File: src/rtl/mul_acc_pkg.sv
// mul_acc_pkg: shared widths, group-state encoding and saturating add for the
// multiply-accumulate stage.
//   PROD_W  width of one multiplier product
//   CNT_W   width of the in-group product counter (acc_last_cnt)
//   sat_add unsigned add clamped to 2^w-1; used only when MUL_ACC_SAT_EN is defined
package mul_acc_pkg;

    localparam int PROD_W = 16;
    localparam int CNT_W  = 8;

    typedef enum logic {
        ACC_STATE_IDLE  = 1'b0,
        ACC_STATE_ACCUM = 1'b1
    } acc_state_e;

    // Operands are held in 64 bits so one function serves every ACC_W (< 64).
    function automatic logic [63:0] sat_add(input logic [63:0] a,
                                            input logic [63:0] b,
                                            input int unsigned w);
        logic [64:0] s;
        logic [63:0] lim;
        s   = {1'b0, a} + {1'b0, b};
        lim = (64'd1 << w) - 64'd1;
        return (s > {1'b0, lim}) ? lim : s[63:0];
    endfunction

endpackage

File: src/rtl/mul_acc_if.sv
// mul_acc_if: product input, clear, and result handshake bundle of mul_acc_stage.
//   prod_en_in/prod_in  product strobe and value from the multiplier
//   clr_in              synchronous clear of the partial group and ovf_flag
//   acc_valid/acc_ready/acc_out  result handshake and data
//   acc_last_cnt        products in the open group
//   ovf_flag            sticky dropped-result flag
//   modport master: producer/consumer side; modport slave: the stage itself
interface mul_acc_if #(
    parameter int ACC_W = 20
);
    import mul_acc_pkg::*;

    logic              prod_en_in;
    logic [PROD_W-1:0] prod_in;
    logic              clr_in;
    logic              acc_valid;
    logic              acc_ready;
    logic [ACC_W-1:0]  acc_out;
    logic [CNT_W-1:0]  acc_last_cnt;
    logic              ovf_flag;

    modport master (
        output prod_en_in, prod_in, clr_in, acc_ready,
        input  acc_valid, acc_out, acc_last_cnt, ovf_flag
    );

    modport slave (
        input  prod_en_in, prod_in, clr_in, acc_ready,
        output acc_valid, acc_out, acc_last_cnt, ovf_flag
    );

endinterface

File: src/rtl/mul_acc_fifo.sv
// mul_acc_fifo: 2-entry result FIFO with registered head.
//   clk, rst_n  clock and asynchronous active-low reset
//   push/din    write request and data (ignored when full unless popping)
//   pop         read request (ignored when empty)
//   full/empty  occupancy status
//   dout        head entry
module mul_acc_fifo #(
    parameter int W = 20
) (
    input  logic         clk,
    input  logic         rst_n,
    input  logic         push,
    input  logic         pop,
    input  logic [W-1:0] din,
    output logic         full,
    output logic         empty,
    output logic [W-1:0] dout
);

    logic [W-1:0] mem [2];
    logic         rd_ptr;
    logic         wr_ptr;
    logic [1:0]   count;
    logic         do_push;
    logic         do_pop;

    assign empty   = count == 2'd0;
    assign full    = count == 2'd2;
    assign do_pop  = pop && !empty;
    // When full, the write slot equals the head slot being popped, so a
    // simultaneous push/pop overwrites the departing entry.
    assign do_push = push && (!full || do_pop);
    assign dout    = mem[rd_ptr];

    always_ff @(posedge clk or negedge rst_n) begin
        if (!rst_n) begin
            mem[0] <= '0;
            mem[1] <= '0;
            rd_ptr <= 1'b0;
            wr_ptr <= 1'b0;
            count  <= 2'd0;
        end else begin
            if (do_push) begin
                mem[wr_ptr] <= din;
                wr_ptr      <= !wr_ptr;
            end
            if (do_pop)
                rd_ptr <= !rd_ptr;
            count <= count + {1'b0, do_push} - {1'b0, do_pop};
        end
    end

endmodule

File: src/rtl/mul_acc_stage.sv
// mul_acc_stage: sums each group of ACC_LEN multiplier products and hands the
// results out through a 2-entry buffer with a valid/ready handshake.
//   clk, rst_n  clock and asynchronous active-low reset
//   bus         mul_acc_if.slave: prod_en_in, prod_in, clr_in, acc_ready in;
//               acc_valid, acc_out, acc_last_cnt, ovf_flag out
//   ACC_LEN     products per group (1..255); ACC_W result width (>= 16)
// Build option: define MUL_ACC_SAT_EN to saturate sums at 2^ACC_W-1 instead
// of wrapping.
module mul_acc_stage
    import mul_acc_pkg::*;
#(
    parameter int ACC_LEN = 8,
    parameter int ACC_W   = 20
) (
    input logic       clk,
    input logic       rst_n,
    mul_acc_if.slave  bus
);

    logic [ACC_W-1:0] acc;
    logic [ACC_W-1:0] acc_nxt;
    logic [ACC_W-1:0] base;
    logic [ACC_W-1:0] sum;
    logic [CNT_W-1:0] cnt;
    logic [CNT_W-1:0] cnt_nxt;
    logic [CNT_W-1:0] cnt_base;
    acc_state_e       state;
    logic             closing;
    logic             pop;
    logic             full;
    logic             empty;
    logic [ACC_W-1:0] head;
    logic             ovf;
    logic             ovf_nxt;

    assign state = (cnt == '0) ? ACC_STATE_IDLE : ACC_STATE_ACCUM;

    // A clear in the same cycle as a product makes that product the first of
    // a fresh group, so the sum and count start from zero.
    always_comb begin
        base     = (bus.clr_in || state == ACC_STATE_IDLE) ? '0 : acc;
        cnt_base = bus.clr_in ? '0 : cnt;
        closing  = bus.prod_en_in && cnt_base == CNT_W'(ACC_LEN - 1);
        acc_nxt  = acc;
        cnt_nxt  = cnt;
        if (bus.clr_in) begin
            acc_nxt = '0;
            cnt_nxt = '0;
        end
        if (bus.prod_en_in) begin
            acc_nxt = closing ? '0 : sum;
            cnt_nxt = closing ? '0 : cnt_base + CNT_W'(1);
        end
    end

`ifdef MUL_ACC_SAT_EN
    logic [63:0] sat_sum;
    assign sat_sum = sat_add(64'(base), 64'(bus.prod_in), unsigned'(ACC_W));
    assign sum     = sat_sum[ACC_W-1:0];
`else
    assign sum = base + ACC_W'(bus.prod_in);
`endif

    assign pop = !empty && bus.acc_ready;

    // A closing result is dropped only when the buffer is full and nothing
    // leaves this cycle; clear overrides a same-cycle drop.
    always_comb begin
        ovf_nxt = ovf;
        if (closing && full && !pop)
            ovf_nxt = 1'b1;
        if (bus.clr_in)
            ovf_nxt = 1'b0;
    end

    always_ff @(posedge clk or negedge rst_n) begin
        if (!rst_n) begin
            acc <= '0;
            cnt <= '0;
            ovf <= 1'b0;
        end else begin
            acc <= acc_nxt;
            cnt <= cnt_nxt;
            ovf <= ovf_nxt;
        end
    end

    mul_acc_fifo #(
        .W (ACC_W)
    ) u_fifo (
        .clk   (clk),
        .rst_n (rst_n),
        .push  (closing),
        .pop   (pop),
        .din   (sum),
        .full  (full),
        .empty (empty),
        .dout  (head)
    );

    assign bus.acc_valid    = !empty;
    assign bus.acc_out      = head;
    assign bus.acc_last_cnt = cnt;
    assign bus.ovf_flag     = ovf;

endmodule
File: src/flat_wrapper.sv
// flat-port wrapper written by rule: the top's interface ports become plain ports
module mul_acc_stage_flat import mul_acc_pkg::*;
#(
    parameter int ACC_LEN = 8,
    parameter int ACC_W   = 20
)
  (clk, rst_n, bus_prod_en_in, bus_prod_in, bus_clr_in, bus_acc_ready, bus_acc_valid, bus_acc_out, bus_acc_last_cnt, bus_ovf_flag);
  mul_acc_if #(.ACC_W(ACC_W)) bus_i ();
  input logic clk;
  input logic rst_n;
  input wire logic [$bits(bus_i.prod_en_in)-1:0] bus_prod_en_in;
  input wire logic [$bits(bus_i.prod_in)-1:0] bus_prod_in;
  input wire logic [$bits(bus_i.clr_in)-1:0] bus_clr_in;
  input wire logic [$bits(bus_i.acc_ready)-1:0] bus_acc_ready;
  output wire logic [$bits(bus_i.acc_valid)-1:0] bus_acc_valid;
  output wire logic [$bits(bus_i.acc_out)-1:0] bus_acc_out;
  output wire logic [$bits(bus_i.acc_last_cnt)-1:0] bus_acc_last_cnt;
  output wire logic [$bits(bus_i.ovf_flag)-1:0] bus_ovf_flag;
  assign bus_i.prod_en_in = bus_prod_en_in;
  assign bus_i.prod_in = bus_prod_in;
  assign bus_i.clr_in = bus_clr_in;
  assign bus_i.acc_ready = bus_acc_ready;
  assign bus_acc_valid = bus_i.acc_valid;
  assign bus_acc_out = bus_i.acc_out;
  assign bus_acc_last_cnt = bus_i.acc_last_cnt;
  assign bus_ovf_flag = bus_i.ovf_flag;
  mul_acc_stage #(.ACC_LEN(ACC_LEN), .ACC_W(ACC_W)) u_core (.clk(clk), .rst_n(rst_n), .bus(bus_i));
endmodule
File: config.mk
export PLATFORM = sky130hd
export DESIGN_NAME = mul_acc_stage_flat
export DESIGN_NICKNAME = d
export VERILOG_FILES = /design/src/rtl/mul_acc_pkg.sv /design/src/rtl/mul_acc_if.sv /design/src/rtl/mul_acc_fifo.sv /design/src/rtl/mul_acc_stage.sv /design/src/flat_wrapper.sv
export SDC_FILE = /design/constraint.sdc
export NUM_CORES = 1
export LEC_CHECK = 0
export CAP_MARGIN = 25
export CORE_MARGIN = 4
export CORE_UTILIZATION = 35
export DETAILED_ROUTE_END_ITERATION = 6
export PLACE_DENSITY_LB_ADDON = 0.3
export SETUP_SLACK_MARGIN = 0.1
export SYNTH_ARGS = -nofsm -noshare
export SYNTH_HDL_FRONTEND = slang
export SYNTH_HIERARCHICAL = 1
export SYNTH_SLANG_ARGS = --single-unit
File: constraint.sdc
create_clock -name clk -period 8.1 [get_ports clk]
set_input_delay 1.215 -clock clk [delete_from_list [all_inputs] [get_ports clk]]
set_output_delay 1.215 -clock clk [all_outputs]
set_load 0.02 [all_outputs]
==> results.cfg <==
[status]
status = completed

[critical_path]
worst_path_largest_cell_delay_ns = 0.66
crit_buf_inv = 3
required_ns = 8.31
critical_path_class = in2reg
critPathLaunchType = input pin
critPathTopFamily = buffers and inverters
crit_path_end_kind = flop
arrival_ns = 4.60
slowest_stage = clkdlybuf4s50_1
crit_top_cell = and2_1
crit_chain = clkdlybuf4s50_1, a31oi_2, buf_4, and2_1, ha_1, inv_1, fa_1, nand2b_1, a21oi_1, o31ai_1, and2_1, o21a_1, xnor2_1, mux2_1
worstPathMaxFanout = 24

[synthesis]
ys_async_sr_fraction = 1.00
synth-main-ff-cell = dfrtp_1
synth_cells = 396
synth_warnings = 6
yosysTopAreaCellShare = 0.412
synth_area_leader_cell = dfrtp_1
synth_seq_area_share = 0.412
synthTopCellsByCount = 73 x dfrtp_1, 30 x nand2_1, 25 x mux2_1
synth_seq_cells = 73
syn_nets = 437
yosys.cell_count.top_type = dfrtp_1
mappedNetlistArea_um2 = 4430
synth_area_leaders = dfrtp_1 41%, mux2_1 6.4%, mux2_4 5.4%, ha_1 5.4%, mux2_2 4.8%
synth_edf_count = 0
avgSynthCellArea_um2 = 11.2
synth_cell_types = 59

[detailed_routing]
route.top_layer_used = met4
wl_per_cell_um = 15.9
routed-wl-met3_um = 435
wl_met1_mm = 4.74
wirelength_mm = 9.83
dr.pass1.iters = 5
vias = 3135
drtAntennaViolNets = 0
vias_per_cell = 5.07
wl_met2_mm = 4.60
drcViolationCount = 0
drtIter0Drc = 128

[hold_path]
hp-class = reg2reg

[grt]
antenna_found_initial = 0
overflow = 0
grt_use_total = 0.145
grt_max_degree = 74
grt_pass1_wl_mm = 16.9
grt_pass1_vias = 3332

[sta]
tns_ns = 0
clock_skew_ns = 0.00877
fin_ws_ns = 3.71
tightestPinTransition_ns = 0.768
fin_crit_sh = 0.542
hold_viol = 0
final_max_slew_viol_count = 0
rsz0062_at_grt = no
finalCriticalPeriod_ns = 4.39
fmax_mhz = 228
fin_hold_ws_ns = 0.479
maxSlewHeadroom = 0.486
setup_viol = 0

[floorplanning]
initial_core_util = 0.363
die_h_um = 120
die_w_um = 120
core_um2 = 12200
dieArea_um2 = 14500
io_pins = 51
num_rows = 40

[clock_tree]
clk_pin_slew_worst_paths_ns = 0.06
root_buffer = clkbuf_16
postCtsHoldBufs = 0
cts_tree = built
cts_resized = 0
cts_setup_buffers = 0
numCtsBuffers = 9
clock_latency_ns = 0.33
cts_buffer_depth = 2
htree_levels = 3
cts.sinks = 73

[job]
cap_violations = 0

[place]
post-dp-hpwl_mm = 6.74
portBuffers = 50
dp_slack_ns = 3.38
gp_congestion = 0.800

[pwr]
p_per_area_nw_per_um2 = 184
power.leakage_nw = 2.47
vdd_drop_max_mv = 0.152

[cells_and_area]
nFillCells = 1202
final_layout_size_suffix_gt1_frac = 0.162
diodes = 0
finalNetCount = 486
seq_area_um2 = 1830
syn2layout_area_growth_pct = 21.0
multi_input_area_um2 = 2440
-- path summary, 6_finish.rpt --
check / depth (start not counted) / start / to / slack [ns]
max in group asynchronous: 3 / rst_n / u_core/u_fifo/mem[12] / 6.65
setup / recovery: 14 / bus_clr_in / u_core/u_fifo/mem[14] / 3.71
setup reg to reg: 14 / u_core/bus.acc_last_cnt[3] / u_core/u_fifo/mem[36] / 4.73
hold reg to reg: 2 / u_core/acc[15] / u_core/acc[15] / 0.48
hold / removal: 2 / u_core/acc[15] / u_core/acc[15] / 0.48
min in group asynchronous: 2 / rst_n / u_core/u_fifo/mem[0] / 0.91
-- flip-flops by register name (all words and copies together) (netlist names) --
| signal | count |
|---|---|
| u_core/bus.acc_last_cnt | 8 |
| u_core/u_fifo/mem | 40 |
| u_core/acc | 20 |
| u_core/u_fifo/wr_ptr | 1 |
| u_core/u_fifo/count | 2 |
| u_core/bus.ovf_flag | 1 |
| u_core/u_fifo/rd_ptr | 1 |
-- metrics by stage --
stage,power (mW),utilization,instances,area [um^2]
finish,0.986,0.439,618,5360
global route,1.05,0.439,618,5360
CTS,0.994,0.435,616,5320
detailed placement,0.637,0.414,600,5060
global placement,0.632,0.414,600,5060
floorplan,0.572,-,396,4430
-- cells in the final DEF, fill, tap and decap left out, drive strengths merged, types with 4 or more instances in the layout --
cell type	synthesis	layout
buf	13	9
xnor2	19	19
mux2	60	60
nand4	4	4
inv	11	11
clkbuf	7	12
nand2b	5	5
nor3	6	6
ha	19	19
nor2	16	16
o21ai	5	5
a21oi	13	13
o21a	4	4
clkdlybuf4s50	0	49
a22o	10	10
clkinv	0	4
or3	4	4
nand3	6	6
dfrtp	73	73
nor2b	9	9
a21o	9	9
o211ai	6	6
xor2	5	5
nand2	30	30
o2111ai	5	5
and2	20	20
a31oi	6	6
mux2i	4	4
-- per-layer routing --
metal / track usage / vias up
met5: 0 / -
met1: 0.200 / 1531
met4: 0.0425 / 0
met2: 0.228 / 73
li1: - / 1527
met3: 0.0313 / 4
-- layout make-up --
class | count | area share
multi-input combinational | 292 | 0.456
clock inverter | 4 | 0.00374
sequential | 73 | 0.341
timing repair buffer | 58 | 0.109
tap | 168 | 0.0392
inverter | 11 | 0.00770
clock buffer | 12 | 0.0441
-- cell families after synthesis --
kind of cell,count (synthesis),share of synthesized area
xor gates and xnor gates,24,0.0492
and+or+nand+nor,107,0.129
AOI/OAI and AO/OA,77,0.139
adders and majority gates,20,0.0582
buffers and inverters,31,0.0370
muxes,64,0.175
DFF,73,0.412
-- worst reg2reg max path: cells and delay by family, from the launching register on --
family	cells	cell delay, ns
AOI/OAI and AO/OA	4	0.91
and+or+nand+nor	4	0.80
DFF	1	0.47
adders and majority gates	2	0.38
buffers and inverters	2	0.31
muxes	1	0.29
xor gates and xnor gates	1	0.11
-- report_power, final --
group          internal (mW)  switching [mW]
registers              0.388          0.0275
clock network          0.205           0.143
logic                  0.107           0.115
total                  0.700           0.286
Note: power is estimated with default switching activity, not from simulation.
